$ cat src/rtl/alu_seq_unit.sv
// alu_seq_unit -- sequential two-operand ALU with a valid/ready handshake.
//
// Ops: 00 concat {a,b}, 01 add (carry lands in bit WIDTH), 10 shift-left of
// zero-extended a by b (zero once b >= 2*WIDTH), 11 unsigned multiply with a
// full 2*WIDTH-bit product.
// The add, shift and concat ops finish one cycle after accept. Multiply runs a
// shift-add loop that handles one multiplier bit per cycle for WIDTH cycles.
// A finished result stays in HOLD until the consumer takes it.
//
// Optional feature: define ALU_SEQ_FAST_MULT_EN for a single-cycle
// combinational multiply. The default build, with the macro undefined, uses
// the iterative multiplier.
//
// Ports:
//   clk, rst            rising-edge clock, async active-high reset
//   in_valid/in_ready   request handshake (in_ready only in IDLE)
//   a, b, op            operands and opcode, captured on accept
//   out_valid/out_ready result handshake (out_valid only in HOLD)
//   y, out_op           registered result and the opcode that produced it
//   busy                high whenever the FSM is not in IDLE
module alu_seq_unit #(
  parameter int WIDTH = 4
) (
  input  logic               clk,
  input  logic               rst,
  input  logic               in_valid,
  output logic               in_ready,
  input  logic [WIDTH-1:0]   a,
  input  logic [WIDTH-1:0]   b,
  input  logic [1:0]         op,
  output logic               out_valid,
  input  logic               out_ready,
  output logic [2*WIDTH-1:0] y,
  output logic [1:0]         out_op,
  output logic               busy
);

  localparam int CW = (WIDTH > 1) ? $clog2(WIDTH) : 1;
  // Shift distances at or above this value push every bit of a out of y.
  localparam logic [WIDTH:0] SH_MAX = (WIDTH+1)'(2*WIDTH);

  typedef enum logic [1:0] {IDLE, MUL, HOLD} state_t;

  state_t              r_state, w_state_nxt;
  logic [CW-1:0]       r_cnt;
  logic [2*WIDTH-1:0]  r_mcand, r_acc, r_y;
  logic [WIDTH-1:0]    r_mplier;
  logic [1:0]          r_op;
  logic [2*WIDTH-1:0]  w_res, w_acc_nxt, w_a_ext, w_b_ext;
  logic                w_accept, w_mul_start, w_mul_last;

  assign w_a_ext    = {{WIDTH{1'b0}}, a};
  assign w_b_ext    = {{WIDTH{1'b0}}, b};
  assign w_accept   = in_valid && (r_state == IDLE);
`ifdef ALU_SEQ_FAST_MULT_EN
  assign w_mul_start = 1'b0;
`else
  assign w_mul_start = w_accept && (op == 2'b11);
`endif
  assign w_mul_last = (r_state == MUL) && (r_cnt == '0);
  assign w_acc_nxt  = r_acc + (r_mplier[0] ? r_mcand : '0);

  // Single-cycle result for every op that finishes in one step.
  always_comb begin
    w_res = '0;
    case (op)
      2'b00: w_res = {a, b};
      2'b01: w_res = w_a_ext + w_b_ext;
      2'b10: w_res = ({1'b0, b} >= SH_MAX) ? '0 : (w_a_ext << b);
`ifdef ALU_SEQ_FAST_MULT_EN
      2'b11: w_res = w_a_ext * w_b_ext;
`endif
      default: w_res = '0;
    endcase
  end

  always_ff @(posedge clk or posedge rst) begin
    if (rst) r_state <= IDLE;
    else     r_state <= w_state_nxt;
  end

  always_comb begin
    w_state_nxt = r_state;
    case (r_state)
      IDLE:    if (w_accept) w_state_nxt = w_mul_start ? MUL : HOLD;
      MUL:     if (w_mul_last) w_state_nxt = HOLD;
      HOLD:    if (out_ready) w_state_nxt = IDLE;
      default: w_state_nxt = IDLE;
    endcase
  end

  // Multiply keeps its partial product in r_acc. y updates only when the
  // product is complete, so an aborted multiply never shows on the output.
  always_ff @(posedge clk or posedge rst) begin
    if (rst) begin
      r_y      <= '0;
      r_op     <= 2'b00;
      r_acc    <= '0;
      r_mcand  <= '0;
      r_mplier <= '0;
      r_cnt    <= '0;
    end else begin
      case (r_state)
        IDLE: if (w_accept) begin
          if (w_mul_start) begin
            r_acc    <= '0;
            r_mcand  <= w_a_ext;
            r_mplier <= b;
            r_cnt    <= CW'(WIDTH-1);
          end else begin
            r_y  <= w_res;
            r_op <= op;
          end
        end
        MUL: begin
          r_acc    <= w_acc_nxt;
          r_mcand  <= r_mcand << 1;
          r_mplier <= r_mplier >> 1;
          r_cnt    <= r_cnt - 1'b1;
          if (w_mul_last) begin
            r_y  <= w_acc_nxt;
            r_op <= 2'b11;
          end
        end
        default: ;
      endcase
    end
  end

  assign in_ready  = (r_state == IDLE);
  assign busy      = (r_state != IDLE);
  assign out_valid = (r_state == HOLD);
  assign y         = r_y;
  assign out_op    = r_op;

endmodule

$ cat config.mk
export PLATFORM = sky130hd
export DESIGN_NAME = alu_seq_unit
export DESIGN_NICKNAME = d
export VERILOG_FILES = /design/src/rtl/alu_seq_unit.sv
export SDC_FILE = /design/constraint.sdc
export NUM_CORES = 1
export LEC_CHECK = 0
export ABC_AREA = 1
export ABC_CLOCK_PERIOD_IN_PS = 2260
export BUFFER_PORTS_ARGS = -buffer_cell sky130_fd_sc_hd__buf_2
export CAP_MARGIN = 20
export CORE_MARGIN = 2
export CORE_UTILIZATION = 40
export DETAILED_ROUTE_END_ITERATION = 8
export HOLD_SLACK_MARGIN = 0.15
export PLACE_DENSITY = 0.69
export SLEW_MARGIN = 0
export SYNTH_ARGS = -nofsm -noshare
export SYNTH_HDL_FRONTEND = slang
export SYNTH_SLANG_ARGS = --single-unit
export TNS_END_PERCENT = 50
$ cat constraint.sdc
create_clock -name clk -period 2.26 [get_ports clk]
set_clock_uncertainty 0.2 [all_clocks]
set_input_delay 0.452 -clock clk [delete_from_list [all_inputs] [get_ports clk]]
set_output_delay 0.452 -clock clk [all_outputs]
set_load 0.02 [all_outputs]
== Word level (Yosys, flattened, before mapping) ==
Index checks and enable logic that the tools add are counted.

* Logic and storage cells: 61
* Input port bits: 14
* Register bits after elaboration: 34
* Output and inout port bits: 13

* Reductions and logical operators: 11
* Mux-type cells: 28
* Equality and inequality tests: 10
* Add/sub/neg operators: 3
* $lt $le $gt $ge: 1
* Shift operators: 1

{| class="wikitable"
|+ Operators with widths
! cell !! count
|-
| 2-to-1 mux 8 bit || 9
|-
| one-hot mux 8 bit (2 select lines) || 3
|-
| one-hot mux 8 bit (3 select lines) || 1
|-
| 2-to-1 mux 2 bit || 9
|-
| adder 8 bit || 1
|-
| 2-to-1 mux 4 bit || 2
|-
| one-hot mux 2 bit (2 select lines) || 2
|-
| one-hot mux 4 bit (2 select lines) || 1
|-
| << shifter 4 x 4 -> 8 bit || 1
|-
| == test 2 bit, second input constant || 3
|-
| zero test 2 bit || 3
|-
| inequality test 2 x 1 -> 1 bit, second input constant || 3
|-
| one-hot mux 2 bit (3 select lines) || 1
|-
| AND reduction 3 bit || 2
|-
| adder 4 x 4 -> 5 bit || 1
|-
| == test 2 x 1 -> 1 bit, second input constant || 2
|-
| >= comparator 4 bit, second input constant || 1
|-
| inequality test 2 bit, second input constant || 2
|-
| AND reduction 4 bit || 1
|-
| nonzero test 2 bit || 2
|-
| logical AND 1 bit || 3
|-
| subtractor 2 x 1 -> 2 bit, second input constant || 1
|}

== Logic depth before layout (Yosys ltp) ==
* Word-level depth: 6
* Depth in mapped cells: 13
* Depth with buffers taken out: 12

== Worst setup path after synthesis ==
Ideal clock, no wire load.

* Kind: register to register
* Start point: register r_mplier[0]
* End point: register r_y[4] (netlist: y[4])
* Library setup time: 0.077 ns
* Data arrival time: 1.654 ns
* Cell stages (with the launch flop): 13
* Required time: 1.983 ns
* Clock period less this slack: 1.932 ns
* Buffers on the path: 1
* Path slack: 0.328 ns
* Path through: dfrtp_1 buf_2 nand2_1 inv_1 ha_1 fa_1 nand2_1 nand2_1 nand2_1 nand3_1 nand2_1 inv_1 a21oi_1

* Cells in the longest elaborated chain, start to end: 4

{| class="wikitable"
|+ Ends and longest elaborated chain
! element !! line !! RTL
|-
| start: declaration || 47 || <nowiki>logic [WIDTH-1:0] r_mplier;</nowiki>
|-
| start signal: assignment || 118 || <nowiki>r_mplier <= r_mplier >> 1;</nowiki>
|-
| 2-to-1 mux 8 bit || 61 || <nowiki>assign w_acc_nxt = r_acc + (r_mplier[0] ? r_mcand : '0);</nowiki>
|-
| adder 8 bit || 61 ||
|-
| 2-to-1 mux 8 bit || 120 || <nowiki>if (w_mul_last) begin</nowiki>
|-
| one-hot mux 8 bit (2 select lines) || 103 || <nowiki>case (r_state)</nowiki>
|-
| end signal: assignment || 111 || <nowiki>r_y <= w_res;</nowiki>
|-
| end signal: assignment || 121 || <nowiki>r_y <= w_acc_nxt;</nowiki>
|-
| end: declaration || 46 || <nowiki>logic [2*WIDTH-1:0] r_mcand, r_acc, r_y;</nowiki>
|}

Every way passes these cells. The select of a mux whose other input is x is not followed.
A chain may end at the register's enable or synchronous reset.

== Worst setup path in the final report ==
* Start point: register r_mplier[0]
* End point: register r_y[6] (netlist: y[6])

The elaborated chain is that of the path after synthesis.

==> summary.md <==
| Metric | Value |
|---|---|
| Syn_nets | 357 |
| Post-synth top cells | 110 x nand2_1, 44 x inv_1, 34 x dfrtp_1 |
| Post-synth top area share | 37.3% |
| Yosys Warn Count | 0 |
| Clock Latency Late Sink | 290 ps |
| Clock sink count | 34 |
| Arrival time at the worst endpoint | 2020 ps |
| Initial core utilization | 41.4% |
| I/O pins | 27 |
| # rows | 27 |
| DRC errors left | 0 |
| Seq/Total Area, Yosys | 37.3% |
| Final critical-path required period | 2000 ps |
| Syn Inst Count | 328 |
| Clock transition at path regs | 70 ps |
| Unrepaired setup endpoints after global routing | no |
| Fmax | 500 MHz |
| Final Power | 3.03 mW |
| Die W | 79.5 µm |
| Nets | 387 |
| DPL Wire Length | 4.46 mm |
| CP required | 2270 ps |
| Critical path cell sequence | nand2_1 > inv_1 > ha_1 > fa_2 > nand3_1 > nand3_1 > nand2_1 > nand3_1 > a21oi_1 |
| Total track usage | 19.8% |
| Slew @ Worst Pin | 547 ps |
| Deepest level of the CTS H-tree | 2 |
| Vias in the first global route | 1,999 |
| Slowest-stage cell, CP | dfrtp_2 |
| Initial antenna violation count | 0 |
| Critical Path Sink Type | register |
| Cell mode on critical path | nand3_1 |
| Filler cells | 577 |
| Setup Viol. Count Final | 0 |
| Die Y | 79.5 µm |
| Average footprint of a synthesized cell | 6.95 µm² |
| Routed vias | 2,152 |
| Max-slew violations | 0 |
| Max FO, Critical Path | 9 |
| Clock Tree Root | clkbuf_8 |
| Worst vdd ir | 0.493 mV |
| Routed Antenna Nets | 0 |
| CTS tree | yes |
| Drt via density | 4.99 |
| Hold Crit Class | input pin to register |
| Worst relative slew slack | 63.4% |
| Top FF cell, synth | dfrtp_1 |
| Non-Filler Instances | 431 |
| Tcrit/Tclk final | 88.5% |
| Worst path max stage delay | 460 ps |
| First-pass GRT wire length | 9.67 mm |
| Synthesized area | 2280 µm² |
| Post-synthesis async set-or-reset flop share | 100% |
| Outcome | complete, no violations |
| N_diodes | 0 |
| Core Area | 5510 µm² |
| Unique masters post-synth | 30 |
| Starting DRT DRC Count | 115 |
| Crit Path Class | register to register |
| Setup crit start kind | register |
| Hold Crit Depth | 3 |
| Leak | 1.48 nW |
| Pre-antenna DRT Iters | 4 |
| Cell count after placement | 421 |
| Cts bufs inserted | 5 |
| PwrDens | 1160 nW/µm² |
| Most frequent cell after synthesis | nand2_1 |
| CTS Buffer Depth | 2 |
| Max_cap viols | 0 |
| Final wirelength | 5.83 mm |
| Largest net degree at the start of global routing | 35 |
| Wire per inst | 13.5 µm |
| Setup_tns | 0 ps |
| Die area | 6320 µm² |
| Synth Register Bits | 34 |
| Synth top area cells | dfrtp_1 37%, nand2_1 18%, inv_1 7.2% |
| GP Congestion | 0.956 |
| Final Hold Fails | 0 |
| Buffers on Ports | 26 |
| EDFF count, synth | 0 |
| Remaining global-route overflow | 0 |
| Worst reg-to-reg path cell count | 9 |
| Synth-to-Final Area Change | 14.3% |
| Share of layout cells above drive strength 1 | 12.8% |
| Largest area contributor in the netlist | dfrtp_1 |
==> cell type report <==
cell class | count | area [µm²] | area share [%]
clock buffers | 7 | 76.3 | 2.93
clock inverters | 1 | 30.0 | 1.15
inverters | 48 | 180 | 6.91
multi-input cells | 238 | 1210 | 46.3
flip-flops and latches | 34 | 852 | 32.7
well taps | 72 | 90.1 | 3.45
repair buffers | 31 | 173 | 6.62
==> state kept, by name (all words and copies together) (netlist names) <==
name,flops
out_op,2
r_acc,8
r_cnt,2
r_mcand,8
r_mplier,4
r_state,2
y,8
==> metrics by stage <==
| stage | hold WS [ps] | cell area [µm²] | setup slack (ps) | util (%) |
|---|---|---|---|---|
| after floorplan | 248 | 2280 | 328 | - |
| after global placement | 263 | 2480 | 200 | 45.0 |
| after detailed placement | 264 | 2480 | 171 | 45.0 |
| after CTS | 283 | 2600 | 152 | 47.3 |
| after global routing | 283 | 2610 | 72.4 | 47.4 |
| final | 280 | 2610 | 259 | 47.4 |
==> cell usage in the layout, fill, tap and decap left out, types with 2 or more instances in the layout <==
master / synthesis / layout
nand3_1: 31 / 31
a21oi_1: 15 / 15
o22ai_1: 3 / 3
a22o_1: 2 / 2
nand3b_1: 3 / 3
dfrtp_1: 34 / 33
o211ai_1: 2 / 2
o21ai_1: 4 / 4
nand2_1: 110 / 110
buf_2: 4 / 26
ha_1: 13 / 13
inv_2: 4 / 4
a31oi_1: 4 / 4
nand4_1: 4 / 4
buf_4: 1 / 3
clkbuf_8: 0 / 5
inv_1: 44 / 44
dlygate4sd3_1: 0 / 2
clkbuf_1: 2 / 2
nor2_1: 27 / 27
o21ai_0: 9 / 9
==> layer usage <==
layer  up-vias  track usage [%]  wire [µm]  part of all wire, %
met5         -                0          0                    0
met4         0             5.17         57                 0.98
met3         5             2.49        131                  2.2
met2        31             35.7       3040                   52
met1      1008             24.7       2600                   45
li1       1108                -          -                    -
==> power breakdown <==
group	switching, mW	leakage (nW)	internal [mW]
clock network	0.225	0.0524	0.330
logic	0.958	1.01	0.493
registers	0.168	0.425	0.860
total	1.35	1.48	1.68
==> path summary, 6_finish.rpt <==
| kind | start | to | slack (ps) |
|---|---|---|---|
| hold / removal | in_valid | r_state[0]$_DFFE_PP0P_ | 280 |
| setup reg to reg | r_mplier[0]$_DFFE_PP0P_ | y[6]$_DFFE_PP0P_ | 260 |
| max in group asynchronous | rst | r_mplier[0]$_DFFE_PP0P_ | 930 |
| min in group asynchronous | rst | out_op[0]$_DFFE_PP0P_ | 600 |
| setup / recovery | r_mplier[0]$_DFFE_PP0P_ | y[6]$_DFFE_PP0P_ | 260 |
| hold reg to reg | y[5]$_DFFE_PP0P_ | y[5]$_DFFE_PP0P_ | 280 |
==> critical path: cells and delay by family (launching register included) <==
| kind | cells | cell delay, ps |
|---|---|---|
| buffers and inverters | 1 | 40 |
| AO/OA/AOI/OAI | 1 | 180 |
| adder cells (fa/ha/maj) | 2 | 590 |
| AND/OR/NAND/NOR | 5 | 440 |
| flip-flops | 1 | 460 |
==> cell families (layout without fill, tap and decap cells) <==
family | count (synthesis) | count (layout) | share of synthesized area (%)
simple gates | 181 | 181 | 33.4
fa+ha+maj | 15 | 15 | 8.89
xor+xnor | 1 | 1 | 0.384
compound gates | 41 | 41 | 10.1
buf+inv | 56 | 87 | 9.93
flops | 34 | 34 | 37.3
==> timing repair <==
item | CTS | global route
endpoints found under the hold margin | 35 | 0
hold buffers | 2 | 0
setup buffers | 0 | 0
endpoints found under the setup margin | 0 | 1
resized for setup | 0 | 2
No activity file was read; power rests on OpenSTA's default activity.
